$ cat config.mk
export PLATFORM = sky130hd
export DESIGN_NAME = perf_counter_master
export DESIGN_NICKNAME = d
export VERILOG_FILES = /design/src/rtl/perf_counter_pkg.sv /design/src/rtl/perf_req_arbiter.sv /design/src/rtl/perf_counter_master.sv
export SDC_FILE = /design/constraint.sdc
export NUM_CORES = 1
export LEC_CHECK = 0
export ABC_CLOCK_PERIOD_IN_PS = 6000
export BUFFER_PORTS_ARGS = -buffer_cell sky130_fd_sc_hd__buf_4
export CAP_MARGIN = 20
export CORE_MARGIN = 4
export CORE_UTILIZATION = 58
export DETAILED_ROUTE_END_ITERATION = 16
export PLACE_DENSITY_LB_ADDON = 0.08
export SETUP_SLACK_MARGIN = 0.15
export SLEW_MARGIN = 5
export SYNTH_ARGS = -nofsm -noshare
export SYNTH_HDL_FRONTEND = slang
export SYNTH_SLANG_ARGS = --single-unit
$ cat constraint.sdc
create_clock -name clk -period 6 [get_ports clk]
set_input_delay 0.3 -clock clk [delete_from_list [all_inputs] [get_ports clk]]
set_output_delay 0.3 -clock clk [all_outputs]
set_load 0.01 [all_outputs]
$ cat src/rtl/perf_counter_pkg.sv
// rtl/perf_counter_pkg.sv - shared constants, enums and address helper for the perf counter master
package perf_counter_pkg;

  localparam logic [3:0]  STOP_OFS          = 4'd0;
  localparam logic [3:0]  GO_OFS            = 4'd1;
  localparam logic [3:0]  EVT_OFS           = 4'd2;
  localparam logic [3:0]  TLO_OFS           = 4'd0;
  localparam logic [3:0]  THI_OFS           = 4'd1;
  localparam int unsigned SEC_STRIDE        = 4;
  localparam logic [31:0] GLOBAL_RESET_DATA = 32'h1;
  localparam logic [31:0] STOP_DATA         = 32'h0;
  localparam logic [31:0] GO_DATA           = 32'h0;

  typedef enum logic [2:0] {
    ST_IDLE,
    ST_WR,
    ST_RD_CMD,
    ST_RD_WAIT,
    ST_DONE
  } state_t;

  typedef enum logic [1:0] {
    GNT_RST,
    GNT_STOP,
    GNT_GO,
    GNT_SNAP
  } gnt_kind_t;

  function automatic logic [3:0] sec_addr(input logic [1:0] sec, input logic [3:0] ofs);
    return 4'(SEC_STRIDE) * {2'b00, sec} + ofs;
  endfunction

endpackage

$ cat src/rtl/perf_req_arbiter.sv
// rtl/perf_req_arbiter.sv - pending request flags and fixed-priority grant for the perf counter master
// Incoming pulses are folded into the grant in the same cycle so an idle master can issue next cycle.
module perf_req_arbiter
  import perf_counter_pkg::*;
#(
  parameter int NSEC = 4
) (
  input  logic            clk,
  input  logic            reset_n,
  input  logic [NSEC-1:0] start_req_i,
  input  logic [NSEC-1:0] stop_req_i,
  input  logic            reset_req_i,
  input  logic            snap_req_i,
  input  logic [1:0]      snap_sec_i,
  input  logic            take_i,
  output logic            gnt_valid_o,
  output gnt_kind_t       gnt_kind_o,
  output logic [1:0]      gnt_sec_o,
  output logic            pend_any_o,
  output logic            pend_snap_o
);

  logic [NSEC-1:0] pend_go_q, pend_go_d, eff_go;
  logic [NSEC-1:0] pend_stop_q, pend_stop_d, eff_stop;
  logic            pend_rst_q, pend_rst_d, eff_rst;
  logic            pend_snap_q, pend_snap_d, eff_snap;
  logic [1:0]      snap_sec_q, snap_sec_d, eff_sec;
  logic            stop_hit, go_hit;
  logic [1:0]      stop_sec, go_sec;

  // Apply this cycle's pulses: stop beats go for a section, global reset wipes go/stop.
  always_comb begin
    eff_rst  = pend_rst_q | reset_req_i;
    eff_stop = reset_req_i ? '0 : (pend_stop_q | stop_req_i);
    eff_go   = reset_req_i ? '0 : ((pend_go_q | start_req_i) & ~stop_req_i);
    eff_snap = pend_snap_q | snap_req_i;
    eff_sec  = snap_req_i ? snap_sec_i : snap_sec_q;
  end

  // Fixed priority: reset, lowest stop, lowest go, snapshot.
  always_comb begin
    stop_hit = 1'b0;
    stop_sec = '0;
    go_hit   = 1'b0;
    go_sec   = '0;
    for (int s = NSEC - 1; s >= 0; s--) begin
      if (eff_stop[s]) begin
        stop_hit = 1'b1;
        stop_sec = 2'(s);
      end
      if (eff_go[s]) begin
        go_hit = 1'b1;
        go_sec = 2'(s);
      end
    end
    gnt_valid_o = 1'b1;
    gnt_kind_o  = GNT_RST;
    gnt_sec_o   = '0;
    if (eff_rst) begin
      gnt_kind_o = GNT_RST;
    end else if (stop_hit) begin
      gnt_kind_o = GNT_STOP;
      gnt_sec_o  = stop_sec;
    end else if (go_hit) begin
      gnt_kind_o = GNT_GO;
      gnt_sec_o  = go_sec;
    end else if (eff_snap) begin
      gnt_kind_o = GNT_SNAP;
      gnt_sec_o  = eff_sec;
    end else begin
      gnt_valid_o = 1'b0;
    end
  end

  // Next pending state: a flag drops in the cycle its command is taken.
  always_comb begin
    pend_rst_d  = eff_rst;
    pend_stop_d = eff_stop;
    pend_go_d   = eff_go;
    pend_snap_d = eff_snap;
    snap_sec_d  = eff_sec;
    if (take_i && gnt_valid_o) begin
      unique case (gnt_kind_o)
        GNT_RST:  pend_rst_d = 1'b0;
        GNT_STOP: begin
          for (int s = 0; s < NSEC; s++) begin
            if (2'(s) == gnt_sec_o) pend_stop_d[s] = 1'b0;
          end
        end
        GNT_GO: begin
          for (int s = 0; s < NSEC; s++) begin
            if (2'(s) == gnt_sec_o) pend_go_d[s] = 1'b0;
          end
        end
        GNT_SNAP: pend_snap_d = 1'b0;
        default:  pend_rst_d = eff_rst;
      endcase
    end
  end

  // Pending flag registers.
  always_ff @(posedge clk or negedge reset_n) begin
    if (!reset_n) begin
      pend_rst_q  <= 1'b0;
      pend_stop_q <= '0;
      pend_go_q   <= '0;
      pend_snap_q <= 1'b0;
      snap_sec_q  <= '0;
    end else begin
      pend_rst_q  <= pend_rst_d;
      pend_stop_q <= pend_stop_d;
      pend_go_q   <= pend_go_d;
      pend_snap_q <= pend_snap_d;
      snap_sec_q  <= snap_sec_d;
    end
  end

  assign pend_any_o  = pend_rst_q | (|pend_stop_q) | (|pend_go_q) | pend_snap_q;
  assign pend_snap_o = pend_snap_q;

endmodule

$ cat src/rtl/perf_counter_master.sv
// rtl/perf_counter_master.sv - Avalon-MM master issuing perf counter go/stop/reset writes and snapshots
// Optional waitrequest watchdog and sticky err: define PERF_MASTER_TIMEOUT_EN.
module perf_counter_master
  import perf_counter_pkg::*;
#(
  parameter int NSEC    = 4,
  parameter int TIMEOUT = 255
) (
  input  logic            clk,
  input  logic            reset_n,
  input  logic [NSEC-1:0] start_req,
  input  logic [NSEC-1:0] stop_req,
  input  logic            reset_req,
  input  logic            snap_req,
  input  logic [1:0]      snap_sec,
  output logic            snap_ready,
  output logic            snap_valid,
  output logic [63:0]     snap_time,
  output logic [31:0]     snap_event,
  output logic            busy,
  output logic [3:0]      m_address,
  output logic            m_write,
  output logic [31:0]     m_writedata,
  output logic            m_read,
  input  logic [31:0]     m_readdata,
  input  logic            m_readdatavalid,
  input  logic            m_waitrequest,
  output logic            err
);

  state_t      state_q, state_d;
  logic        m_write_q, m_write_d, m_read_q, m_read_d;
  logic [3:0]  m_address_q, m_address_d;
  logic [31:0] m_writedata_q, m_writedata_d;
  logic [1:0]  word_idx_q, word_idx_d, rd_sec_q, rd_sec_d;
  logic [31:0] lo_q, lo_d, hi_q, hi_d, snap_event_q, snap_event_d;
  logic [63:0] snap_time_q, snap_time_d;
  logic        stall;
  logic        snap_acc, gnt_valid, pend_any, pend_snap;
  gnt_kind_t   gnt_kind;
  logic [1:0]  gnt_sec;

`ifdef PERF_MASTER_TIMEOUT_EN
  logic [15:0] wd_q, wd_d;
  logic        err_q, err_d;
`endif

  assign snap_ready = !pend_snap && (state_q != ST_RD_CMD) && (state_q != ST_RD_WAIT);
  assign snap_acc   = snap_req && snap_ready && ({30'd0, snap_sec} < 32'(NSEC));

  perf_req_arbiter #(.NSEC(NSEC)) u_arb (
    .clk         (clk),
    .reset_n     (reset_n),
    .start_req_i (start_req),
    .stop_req_i  (stop_req),
    .reset_req_i (reset_req),
    .snap_req_i  (snap_acc),
    .snap_sec_i  (snap_sec),
    .take_i      (state_q == ST_IDLE),
    .gnt_valid_o (gnt_valid),
    .gnt_kind_o  (gnt_kind),
    .gnt_sec_o   (gnt_sec),
    .pend_any_o  (pend_any),
    .pend_snap_o (pend_snap)
  );

  // Next-state and registered bus outputs; snapshot words collect in lo/hi until the event word lands.
  always_comb begin
    state_d       = state_q;
    m_write_d     = m_write_q;
    m_read_d      = m_read_q;
    m_address_d   = m_address_q;
    m_writedata_d = m_writedata_q;
    word_idx_d    = word_idx_q;
    rd_sec_d      = rd_sec_q;
    lo_d          = lo_q;
    hi_d          = hi_q;
    snap_time_d   = snap_time_q;
    snap_event_d  = snap_event_q;
    stall         = 1'b0;
    unique case (state_q)
      ST_IDLE: begin
        if (gnt_valid) begin
          unique case (gnt_kind)
            GNT_RST: begin
              state_d       = ST_WR;
              m_write_d     = 1'b1;
              m_address_d   = sec_addr(2'd0, STOP_OFS);
              m_writedata_d = GLOBAL_RESET_DATA;
            end
            GNT_STOP: begin
              state_d       = ST_WR;
              m_write_d     = 1'b1;
              m_address_d   = sec_addr(gnt_sec, STOP_OFS);
              m_writedata_d = STOP_DATA;
            end
            GNT_GO: begin
              state_d       = ST_WR;
              m_write_d     = 1'b1;
              m_address_d   = sec_addr(gnt_sec, GO_OFS);
              m_writedata_d = GO_DATA;
            end
            default: begin
              state_d     = ST_RD_CMD;
              m_read_d    = 1'b1;
              m_address_d = sec_addr(gnt_sec, TLO_OFS);
              rd_sec_d    = gnt_sec;
              word_idx_d  = 2'd0;
            end
          endcase
        end
      end
      ST_WR: begin
        stall = m_waitrequest;
        if (!m_waitrequest) begin
          m_write_d = 1'b0;
          state_d   = ST_IDLE;
        end
      end
      ST_RD_CMD: begin
        stall = m_waitrequest;
        if (!m_waitrequest) begin
          m_read_d = 1'b0;
          state_d  = ST_RD_WAIT;
        end
      end
      ST_RD_WAIT: begin
        stall = 1'b1;
        if (m_readdatavalid) begin
          stall = 1'b0;
          unique case (word_idx_q)
            2'd0: begin
              lo_d        = m_readdata;
              m_address_d = sec_addr(rd_sec_q, THI_OFS);
            end
            2'd1: begin
              hi_d        = m_readdata;
              m_address_d = sec_addr(rd_sec_q, EVT_OFS);
            end
            default: begin
              snap_time_d  = {hi_q, lo_q};
              snap_event_d = m_readdata;
            end
          endcase
          if (word_idx_q == 2'd2) begin
            state_d = ST_DONE;
          end else begin
            word_idx_d = word_idx_q + 2'd1;
            m_read_d   = 1'b1;
            state_d    = ST_RD_CMD;
          end
        end
      end
      default: state_d = ST_IDLE;
    endcase
`ifdef PERF_MASTER_TIMEOUT_EN
    wd_d  = '0;
    err_d = err_q;
    if (stall) begin
      if (wd_q == 16'(TIMEOUT - 1)) begin
        m_write_d = 1'b0;
        m_read_d  = 1'b0;
        state_d   = ST_IDLE;
        err_d     = 1'b1;
      end else begin
        wd_d = wd_q + 16'd1;
      end
    end
`endif
  end

  // State, bus and snapshot registers.
  always_ff @(posedge clk or negedge reset_n) begin
    if (!reset_n) begin
      state_q       <= ST_IDLE;
      m_write_q     <= 1'b0;
      m_read_q      <= 1'b0;
      m_address_q   <= '0;
      m_writedata_q <= '0;
      word_idx_q    <= '0;
      rd_sec_q      <= '0;
      lo_q          <= '0;
      hi_q          <= '0;
      snap_time_q   <= '0;
      snap_event_q  <= '0;
    end else begin
      state_q       <= state_d;
      m_write_q     <= m_write_d;
      m_read_q      <= m_read_d;
      m_address_q   <= m_address_d;
      m_writedata_q <= m_writedata_d;
      word_idx_q    <= word_idx_d;
      rd_sec_q      <= rd_sec_d;
      lo_q          <= lo_d;
      hi_q          <= hi_d;
      snap_time_q   <= snap_time_d;
      snap_event_q  <= snap_event_d;
    end
  end

`ifdef PERF_MASTER_TIMEOUT_EN
  // Watchdog counter and sticky error flag.
  always_ff @(posedge clk or negedge reset_n) begin
    if (!reset_n) begin
      wd_q  <= '0;
      err_q <= 1'b0;
    end else begin
      wd_q  <= wd_d;
      err_q <= err_d;
    end
  end
  assign err = err_q;
`else
  logic unused_watchdog;
  assign unused_watchdog = stall ^ (TIMEOUT == 0);
  assign err = 1'b0;
`endif

  assign m_write     = m_write_q;
  assign m_read      = m_read_q;
  assign m_address   = m_address_q;
  assign m_writedata = m_writedata_q;
  assign snap_valid  = (state_q == ST_DONE);
  assign snap_time   = snap_time_q;
  assign snap_event  = snap_event_q;
  assign busy        = (state_q != ST_IDLE) || pend_any;

endmodule
==> run summary, run 1 <==
Top Ports = 186
Ys Warns = 0
Final Max Slew Viols = 0
total of cells resized after clock tree synthesis = 0
Chip Width = 125 um
final net count = 754
number of synthesized register bits = 186
Cell Rows = 42
Yosys top cell by area = sky130_fd_sc_hd__dfrtp_1
wire length reported by the detailed router = 15.6 mm
number of synthesized flops with an enable pin = 0
CP Cell Sequence = nand2_1 -> nor2_4 -> and2_0 -> nand2_4 -> buf_4 -> mux2_4
required arrival time at the worst endpoint = 6.31 ns
violated checks = negative hold slack
Port-buffer cells = 153
dpl cell area = 9060 um^2
outcome = finished with violations
pin count of the biggest net entering global routing = 106
final core area utilization = 72.7%
nature of the critical path endpoint = register
clock latency of the later-clocked register in the worst-skew pair = 0.42 ns
setup fix buffers added after clock tree synthesis = 0
root buf cell = sky130_fd_sc_hd__clkbuf_16
CTS hold repair buffers = 0
area of the die = 15,600 um^2
grt ovf = 0
wire length of the first global-routing pass = 25.3 mm
Synth Cell Area = 7920 um^2
maximum frequency from static timing analysis = 320 MHz
syn avg cell area = 14.6 um^2
leading post-synthesis cells by cell area = sky130_fd_sc_hd__dfrtp_1 (59%), sky130_fd_sc_hd__mux2_2 (17%), sky130_fd_sc_hd__mux2_4 (7.6%), sky130_fd_sc_hd__buf_4 (3.1%), sky130_fd_sc_hd__ha_1 (1.4%)
Worst Tran Pin Value = 1.01 ns
number of nets still failing antenna checks after routing = 0
pwr dens = 537 nW/um^2
global-route usage over all layers = 20.0%
sort of element at the start of the critical path = register
wire per inst = 17.6 um
RSZ-0062 raised after global routing = false
Setup Crit Path Kind = reg2reg
die height = 125 um
max incr delay on CP = 0.63 ns
number of diodes added for antenna fixing = 0
number of setup violations in the final report = 0
deepest clock path buffer count = 2
Maximum Capacitance Violations = 0
Sum Neg Setup Slack = 0 ns
core area = 13,300 um^2
endpoints failing hold = 10
final cycle utilization of the critical path = 52.1%
Layout area overhead = 22.0%
number of detailed-routing iterations run before antenna repair = 4
proportion of synthesized chip area in sequential cells = 58.8%
worst min path class = in2async
number of instances in the synthesized netlist = 544
asr flop ratio synth = 100%
most frequent cell after synthesis = sky130_fd_sc_hd__dfrtp_1
detailed-route via count = 4,785
final critical path time including I/O delays and setup = 3.13 ns
via count of the first global-routing pass = 4,980
number of antenna violations at the first check in global routing = 0
clock tree sinks = 186
Critical Path AT = 3.44 ns
Worst IR Drop VDD = 0.325 mV
Fin Clk Skew = 0.00668 ns
count of unique library cells instantiated by Yosys = 56
DRC violation count after routing = 0
Slowest-stage cell, CP = sky130_fd_sc_hd__dfrtp_1
1st-iter DRT viols = 238
main flop type after synthesis = sky130_fd_sc_hd__dfrtp_1
Clock Pin Slew Worst Setup and Hold Paths = 0.06 ns
post-route cell area = 9660 um^2
share of post-route cells with drive strength above 1 = 51.4%
level count of the clock H-tree = 4
most used standard cells in the synthesized netlist = sky130_fd_sc_hd__dfrtp_1 (186), sky130_fd_sc_hd__mux2_2 (123), sky130_fd_sc_hd__mux2_4 (40)
portion of synthesized cell area occupied by the leading cell type = 58.8%
vias per inst = 5.40
hold_ws = -0.0292 ns
starting utilization of the core area = 59.6%
leakage dissipation = 0.00472 uW
HPWL after detailed placement = 10.4 mm
number of buffers inserted during clock tree synthesis = 17
TritonCTS clock tree = done
worst slew margin relative to its limit = 32.6%
top fanout value on the critical path = 63
Final GP Congestion = 0.874
-- routing by layer --
layer / vias up / GRT usage (%) / routed length (um) / share of wire [%]
li1: 2168 / - / - / -
met1: 2423 / 25.7 / 6740 / 43
met2: 171 / 33.5 / 7760 / 50
met3: 23 / 5.57 / 935 / 6.0
met4: 0 / 5.80 / 197 / 1.3
met5: - / 0 / 0 / 0
-- cells in the final DEF, fill, tap and decap left out, drive strengths merged, types with 2 or more instances in the layout --
master,count
a211oi,3
a21o,2
a21oi,11
a22o,2
a311oi,2
a31oi,6
and2,4
buf,156
clkbuf,22
clkinv,5
clkinvlp,4
conb,32
dfrtp,186
ha,9
inv,10
mux2,164
nand2,17
nand4b,2
nor2,25
nor2b,2
nor3,6
nor4,4
o21a,3
o21ai,4
o31ai,3
o32a,3
or2,3
or3,3
-- path summary, 6_finish.rpt --
path,startpoint,endpoint,slack (ns),cells after the start
max,state_q[1]$_DFFE_PN0P_,snap_time[40]$_DFFE_PN0P_,2.87,6
min in group clk,m_readdata[20],lo_q[20]$_DFFE_PN0P_,0.13,2
min reg2reg,u_arb.snap_sec_q[0]$_DFF_PN0_,u_arb.snap_sec_q[0]$_DFF_PN0_,0.48,2
min,reset_n,snap_event[8]$_DFFE_PN0P_,-0.03,1
max in group asynchronous,reset_n,snap_time[8]$_DFFE_PN0P_,4.70,3
max reg2reg,state_q[1]$_DFFE_PN0P_,snap_time[40]$_DFFE_PN0P_,2.87,6
-- power breakdown --
part	leakage [uW]	internal (uW)	switching [uW]
clock network	0.000274	615	463
registers	0.00226	1840	342
logic	0.00219	1160	774
-- flip-flops by register name (all words and copies together) (netlist names), 2 cells and up --
signal             cells
state_q                3
u_arb.snap_sec_q       2
m_address              4
snap_time             64
lo_q                  32
snap_event            32
hi_q                  32
u_arb.pend_stop_q      4
u_arb.pend_go_q        4
rd_sec_q               2
word_idx_q             2
-- metrics by stage --
step / worst slack [ns] / total power, uW / instances
finish: 2.87 / 5190 / 886
global route: 2.66 / 5500 / 886
CTS: 2.87 / 5240 / 885
detailed placement: 2.90 / 4150 / 853
global placement: 3.02 / 4050 / 853
floorplan: 3.63 / 3340 / 575
-- kinds of logic after synthesis --
| logic type | after synthesis | synth area share, % |
|---|---|---|
| AOI/OAI and AO/OA | 49 | 4.66 |
| DFF | 186 | 58.8 |
| adders and majority gates | 9 | 1.42 |
| buffers and inverters | 63 | 5.21 |
| other | 1 | 0.0474 |
| and+or+nand+nor | 72 | 4.65 |
| muxes | 164 | 25.2 |
-- worst max-delay path: cells and delay by family (launching register included) --
family / cells / cell delay, ns
buffers and inverters: 1 / 0.55
DFF: 1 / 0.63
muxes: 1 / 0.36
and+or+nand+nor: 4 / 1.44
-- area by class of cell --
type	count	area [um^2]
inverters	10	37.5
flip-flops and latches	186	4650
fillers	944	3630
multi-input cells	326	2980
clock inverters	10	92.6
well taps	176	220
clock buffers	22	484
repair buffers	156	1190
Power figures use the tool's default switching activity.
==> run 2, diff against run 1 <==
--- a/config.mk
+++ b/config.mk
@@ -5,11 +5,11 @@
 export SDC_FILE = /design/constraint.sdc
 export NUM_CORES = 1
 export LEC_CHECK = 0
-export ABC_CLOCK_PERIOD_IN_PS = 6000
+export ABC_CLOCK_PERIOD_IN_PS = 3180
 export BUFFER_PORTS_ARGS = -buffer_cell sky130_fd_sc_hd__buf_4
 export CAP_MARGIN = 20
 export CORE_MARGIN = 4
-export CORE_UTILIZATION = 58
+export CORE_UTILIZATION = 54
 export DETAILED_ROUTE_END_ITERATION = 16
 export PLACE_DENSITY_LB_ADDON = 0.08
 export SETUP_SLACK_MARGIN = 0.15
==> constraint.sdc (replaced) <==
create_clock -name clk -period 3.18 [get_ports clk]
set_input_delay 0.159 -clock clk [delete_from_list [all_inputs] [get_ports clk]]
set_output_delay 0.159 -clock clk [all_outputs]
set_load 0.01 [all_outputs]
==> run 2 against run 1 <==
Effect of this change: the flow now finishes without violations; register-to-register slack lost 2.4 ns; non-clock buffer count grew 38; wire length grew 2.0%.
==> run summary, run 2 (same netlist as run 1, synthesis figures left out) <==
Final Max Slew Viols = 0
nature of the critical path endpoint = register
final cycle utilization of the critical path = 86.8%
dpl cell area = 9150 um^2
Worst Tran Pin Value = 0.647 ns
final critical path time including I/O delays and setup = 2.76 ns
endpoints failing hold = 0
Largest register FFs = 64
maximum frequency from static timing analysis = 362 MHz
portion of total power attributed to sequential cells = 40.7%
setup fix buffers added after clock tree synthesis = 0
detailed-route via count = 4,860
level count of the clock H-tree = 4
TritonCTS clock tree = done
commonest non-fill, non-tap cells in the layout = sky130_fd_sc_hd__dfrtp_1 (186), sky130_fd_sc_hd__buf_4 (155), sky130_fd_sc_hd__mux2_2 (123)
wire length reported by the detailed router = 15.9 mm
Switching Power = 2970 uW
HPWL after detailed placement = 10.8 mm
Final GP Congestion = 0.885
area of the die = 16,700 um^2
Layout area overhead = 28.1%
pwr dens = 996 nW/um^2
final cell count without fillers = 928
Port-buffer cells = 153
number of detailed-routing iterations run before antenna repair = 4
number of buffers inserted during clock tree synthesis = 17
Cell Rows = 43
launch point of the worst reg-to-reg path = u_arb.pend_stop_q[3]$_DFF_PN0_
share of post-route cells with drive strength above 1 = 49.2%
leakage dissipation = 0.00493 uW
1st-iter DRT viols = 261
RSZ-0062 raised after global routing = false
Maximum Capacitance Violations = 0
cell count after placement = 862
pin count of the biggest net entering global routing = 70
wire per inst = 17.2 um
vias per inst = 5.24
Top Ports = 186
die height = 129 um
final net count = 792
worst slew margin relative to its limit = 56.9%
sort of element at the start of the critical path = input pin
worst hold start = stop_req[2]
Sum Neg Setup Slack = 0 ns
clock network fraction of design power = 22.7%
Internal Power = 7140 uW
clock latency of the later-clocked register in the worst-skew pair = 0.42 ns
number of nets still failing antenna checks after routing = 0
Worst IR Drop VDD = 0.498 mV
worst min path class = in2reg
required arrival time at the worst endpoint = 3.48 ns
top fanout value on the critical path = 16
launching instance or port of the critical path = reset_req
outcome = complete, no violations
Fin Clk Skew = 0.00858 ns
Setup Crit Path Kind = in2reg
clock tree sinks = 186
Chip Width = 129 um
grt ovf = 0
combinational power share = 36.6%
core area = 14,100 um^2
most common library cell in the layout ignoring fill and taps = sky130_fd_sc_hd__dfrtp_1
deepest clock path buffer count = 2
number of setup violations in the final report = 0
root buf cell = sky130_fd_sc_hd__clkbuf_16
via count of the first global-routing pass = 5,032
wire length of the first global-routing pass = 25.5 mm
Critical Path AT = 3.06 ns
switching power share of the total = 29.4%
number of antenna violations at the first check in global routing = 0
global-route usage over all layers = 19.4%
starting utilization of the core area = 56.2%
number of diodes added for antenna fixing = 0
DRC violation count after routing = 0
post-route cell area = 10,100 um^2
Clock Pin Slew Worst Setup and Hold Paths = 0.07 ns
==> run 2: final timing paths <==
path / to / slack [ns] / cells after the start
max: m_read$_DFFE_PN0P_ / 0.42 / 14
min: u_arb.pend_stop_q[2]$_DFF_PN0_ / 0.05 / 3
max reg2reg: m_read$_DFFE_PN0P_ / 0.44 / 10
min reg2reg: u_arb.snap_sec_q[0]$_DFF_PN0_ / 0.49 / 2
max in group asynchronous: lo_q[3]$_DFFE_PN0P_ / 1.94 / 3
min in group asynchronous: lo_q[8]$_DFFE_PN0P_ / 0.32 / 2
==> run 2: power by group through the flow <==
stage               clock [uW]  sequential [uW]  combinational, uW
finish                    2290             4110               3700
global route              2450             4240               4000
CTS                       2350             4120               3750
detailed placement           0             4150               3710
global placement             0             4090               3610
floorplan                    0             4280               2020
==> run 2: worst max-delay path: stages <==
cell and delay [ns]:
sky130_fd_sc_hd__dlygate4sd3_1 0.54, sky130_fd_sc_hd__buf_4 0.18, sky130_fd_sc_hd__or2_2 0.31, sky130_fd_sc_hd__o32a_1 0.22
sky130_fd_sc_hd__and2_1 0.19, sky130_fd_sc_hd__nor2b_1 0.14, sky130_fd_sc_hd__o21a_1 0.22, sky130_fd_sc_hd__ha_1 0.22
sky130_fd_sc_hd__nor3_1 0.19, sky130_fd_sc_hd__a31oi_1 0.07, sky130_fd_sc_hd__nor2_1 0.22, sky130_fd_sc_hd__a211o_1 0.16
sky130_fd_sc_hd__a211oi_1 0.05, sky130_fd_sc_hd__o32a_1 0.19
==> run 2: cell type report <==
type / instances / area [um^2]
Multi-Input combinational cell: 326 / 2980
Clock inverter: 11 / 193
Sequential cell: 186 / 4650
Fill cell: 909 / 3950
Tap cell: 180 / 225
Clock buffer: 21 / 460
Timing Repair Buffer: 194 / 1600
Inverter: 10 / 37.5
==> run 2: routing by layer <==
layer | GRT usage, % | share of wire (%) | vias to the layer above | routed length, um
met4 | 5.87 | 1.3 | 0 | 208
met1 | 26.0 | 43 | 2456 | 6900
met3 | 4.62 | 5.9 | 19 | 941
met5 | 0 | 0 | - | 0
li1 | - | - | 2238 | -
met2 | 31.6 | 50 | 147 | 7890
==> run 2: timing repair <==
action	CTS	global route
endpoints found under the hold margin	158	0
gates resized for setup	0	0
hold buffers	34	0
==> run 2: stage by stage <==
| stage | hold WS [ns] | utilization (%) | setup WS [ns] | total power, uW |
|---|---|---|---|---|
| 5_1_grt | 0.0290 | 72.0 | 0.204 | 10700 |
| 3_5_place_dp | 0.213 | 64.9 | 0.515 | 7860 |
| 4_1_cts | 0.0268 | 72.0 | 0.438 | 10200 |
| 6_report | 0.0483 | 72.0 | 0.421 | 10100 |
| 3_3_place_gp | 0.201 | 64.9 | 0.627 | 7690 |
| 2_1_floorplan | -0.137 | - | 0.841 | 6300 |
==> run 3, diff against run 2 <==
--- a/config.mk
+++ b/config.mk
@@ -16,4 +16,5 @@
 export SLEW_MARGIN = 5
 export SYNTH_ARGS = -nofsm -noshare
 export SYNTH_HDL_FRONTEND = slang
+export SYNTH_HIERARCHICAL = 1
 export SYNTH_SLANG_ARGS = --single-unit
==> run 3 against run 2 <==
Effect of this change: global-route usage grew 0.56 points; register-to-register slack better by 0.14 ns; non-clock buffer count rose by 1; total power shrank 0.63%; fmax rose by 6.2%; combinational power barely moved; die area shrank 0.60%; critical endpoint is now word_idx_q[0]$_DFFE_PN0P_.
==> run summary, run 3 <==
area of the die = 16,600 um^2
highest metal used = met4
starting utilization of the core area = 55.8%
Final Max Slew Viols = 0
Fin Clk Skew = 0.00747 ns
number of detailed-routing iterations run before antenna repair = 4
worst slew margin relative to its limit = 49.3%
1st-iter DRT viols = 204
launch point of the worst reg-to-reg path = state_q[2]$_DFFE_PN0P_
wire length of the first global-routing pass = 25.9 mm
detailed-route via count = 4,821
nature of the critical path endpoint = register
Setup Crit Path Kind = reg2reg
most frequent cell after synthesis = sky130_fd_sc_hd__dfrtp_1
grt ovf = 0
HPWL after detailed placement = 10.5 mm
number of nets still failing antenna checks after routing = 0
met3 WL = 974 um
final net count = 783
main flop type after synthesis = sky130_fd_sc_hd__dfrtp_1
number of synthesized register bits = 186
clock tree sinks = 186
Worst IR Drop VDD = 0.568 mV
Clock Pin Slew Worst Setup and Hold Paths = 0.06 ns
most common library cell in the layout ignoring fill and taps = sky130_fd_sc_hd__dfrtp_1
via count of the first global-routing pass = 5,054
Routed met2 length = 8.11 mm
final critical path time including I/O delays and setup = 2.60 ns
sort of element at the start of the critical path = register
number of diodes added for antenna fixing = 0
number of buffers inserted during clock tree synthesis = 17
final core area utilization = 71.3%
root buf cell = sky130_fd_sc_hd__clkbuf_16
Chip Width = 129 um
count of unique library cells instantiated by Yosys = 49
Largest register FFs = 64
Worst Tran Pin Value = 0.761 ns
global-route usage over all layers = 19.9%
top fanout value on the critical path = 12
share of post-route cells with drive strength above 1 = 49.0%
endpoints failing hold = 0
multi-input combinational cell area = 2910 um^2
reg-to-reg setup timing slack = 0.58 ns
number of synthesized flops with an enable pin = 0
r2r endpoint = word_idx_q[0]$_DFFE_PN0P_
Critical Path Sink = word_idx_q[0]$_DFFE_PN0P_
wire length reported by the detailed router = 16.1 mm
worst min path class = in2reg
maximum frequency from static timing analysis = 385 MHz
level count of the clock H-tree = 4
most used standard cells in the synthesized netlist = sky130_fd_sc_hd__dfrtp_1 (186), sky130_fd_sc_hd__mux2_2 (123), sky130_fd_sc_hd__mux2_4 (40)
vias per inst = 5.23
commonest non-fill, non-tap cells in the layout = sky130_fd_sc_hd__dfrtp_1 (186), sky130_fd_sc_hd__buf_4 (154), sky130_fd_sc_hd__mux2_2 (123)
core area = 14,100 um^2
Ys Warns = 6
Critical Path AT = 2.91 ns
Final GP Congestion = 0.861
Yosys top cell by area = sky130_fd_sc_hd__dfrtp_1
syn avg cell area = 14.6 um^2
RSZ-0062 raised after global routing = false
proportion of synthesized chip area in sequential cells = 59.2%
number of setup violations in the final report = 0
pwr dens = 1000 nW/um^2
leakage dissipation = 0.00492 uW
TritonCTS clock tree = done
Maximum Capacitance Violations = 0
setup fix buffers added after clock tree synthesis = 0
pin count of the biggest net entering global routing = 97
Synth Cell Area = 7870 um^2
combined flip-flop and latch cell area = 4650 um^2
outcome = complete, no violations
portion of synthesized cell area occupied by the leading cell type = 59.2%
leading post-synthesis cells by cell area = sky130_fd_sc_hd__dfrtp_1 (59%), sky130_fd_sc_hd__mux2_2 (18%), sky130_fd_sc_hd__mux2_4 (7.6%), sky130_fd_sc_hd__buf_4 (3.5%), sky130_fd_sc_hd__ha_1 (1.1%)
R2R depth = 10
post-route cell area = 10,000 um^2
deepest clock path buffer count = 2
clock latency of the later-clocked register in the worst-skew pair = 0.42 ns
DRC violation count after routing = 0
Port-buffer cells = 153
met1 wire length = 6.87 mm
Cell Rows = 43
launching instance or port of the critical path = state_q[2]$_DFFE_PN0P_
Top Ports = 186
asr flop ratio synth = 100%
die height = 129 um
final cycle utilization of the critical path = 81.7%
number of fill cells in the layout = 976
number of instances in the synthesized netlist = 537
Sum Neg Setup Slack = 0 ns
number of antenna violations at the first check in global routing = 0
dpl cell area = 9040 um^2
wire per inst = 17.5 um
Layout area overhead = 27.7%
required arrival time at the worst endpoint = 3.49 ns
-- run 3: cell count changes in the layout (fill, tap and decap cells not counted), moves of 3 or more --
| cell | change |
|---|---|
| sky130_fd_sc_hd__o22a_1 | +3 |
| sky130_fd_sc_hd__o21ai_0 | +6 |
| sky130_fd_sc_hd__a31oi_1 | -3 |
| sky130_fd_sc_hd__nand2b_1 | +5 |
| sky130_fd_sc_hd__dlygate4sd3_1 | +3 |
| sky130_fd_sc_hd__nand2_1 | -5 |
| sky130_fd_sc_hd__inv_6 | +3 |
| sky130_fd_sc_hd__o32a_1 | -3 |
-- run 3: per-layer routing --
layer	vias to the layer above	global-route usage [%]
met5	-	0
met4	0	6.49
met3	13	4.69
met2	155	33.3
met1	2446	25.9
li1	2207	-
-- run 3: worst max-delay path, cell delays in order (launching register included) --
cell and delay (ns):
sky130_fd_sc_hd__dfrtp_1 0.54, sky130_fd_sc_hd__inv_1 0.10, sky130_fd_sc_hd__a21oi_1 0.21, sky130_fd_sc_hd__and2_1 0.27, sky130_fd_sc_hd__nor2_1 0.11, sky130_fd_sc_hd__a21oi_1 0.32, sky130_fd_sc_hd__ha_1 0.27, sky130_fd_sc_hd__nor3_1 0.06
sky130_fd_sc_hd__a31oi_1 0.16, sky130_fd_sc_hd__o22ai_1 0.16, sky130_fd_sc_hd__mux2_2 0.30
-- run 3: worst min path at each step --
stage | startpoint | to | slack, ns | depth (start not counted)
after global routing | m_readdatavalid | state_q[0]$_DFFE_PN0P_ | 0.05 | 4
final | m_readdatavalid | state_q[0]$_DFFE_PN0P_ | 0.04 | 4
after CTS | m_readdatavalid | state_q[0]$_DFFE_PN0P_ | 0.02 | 4
after floorplan | reset_n | hi_q[0]$_DFFE_PN0P_ | -0.14 | 0
after global placement | reset_n | snap_time[26]$_DFFE_PN0P_ | 0.25 | 1
after detailed placement | reset_n | snap_event[26]$_DFFE_PN0P_ | 0.27 | 1
-- run 3: repair_timing --
action / in CTS / in global routing
hold buffers: 37 / 0
gates resized for setup: 0 / 0
endpoints found under the hold margin: 182 / 0
-- run 3: logic make-up after synthesis --
| family | count (synthesis) | share of synthesized area (%) |
|---|---|---|
| fa+ha+maj | 7 | 1.11 |
| mux | 164 | 25.4 |
| flops | 186 | 59.2 |
| other cells | 1 | 0.0477 |
| simple gates | 70 | 4.77 |
| buf+inv | 62 | 5.44 |
| compound gates | 47 | 4.09 |
-- run 3: area by class of cell --
class	instances	area share (%)
multi-input combinational	320	28.9
clock inverter	14	1.92
timing repair buffer	195	15.9
tap	180	2.24
clock buffer	18	4.37
sequential	186	46.3
inverter	8	0.299
-- run 3: power by group --
part           switching (uW)  leakage [uW]  internal [uW]
sequential                618       0.00227           3460
clock                     900      0.000303           1340
combinational            1490       0.00234           2230
-- run 3: stage by stage --
step	setup slack (ns)	hold WS [ns]	std cells	total power (uW)
global route	0.269	0.0496	921	10600
CTS	0.605	0.0165	921	10200
floorplan	0.698	-0.137	568	6330
global placement	0.727	0.251	852	7670
detailed placement	0.622	0.267	852	7840
finish	0.581	0.0438	921	10000
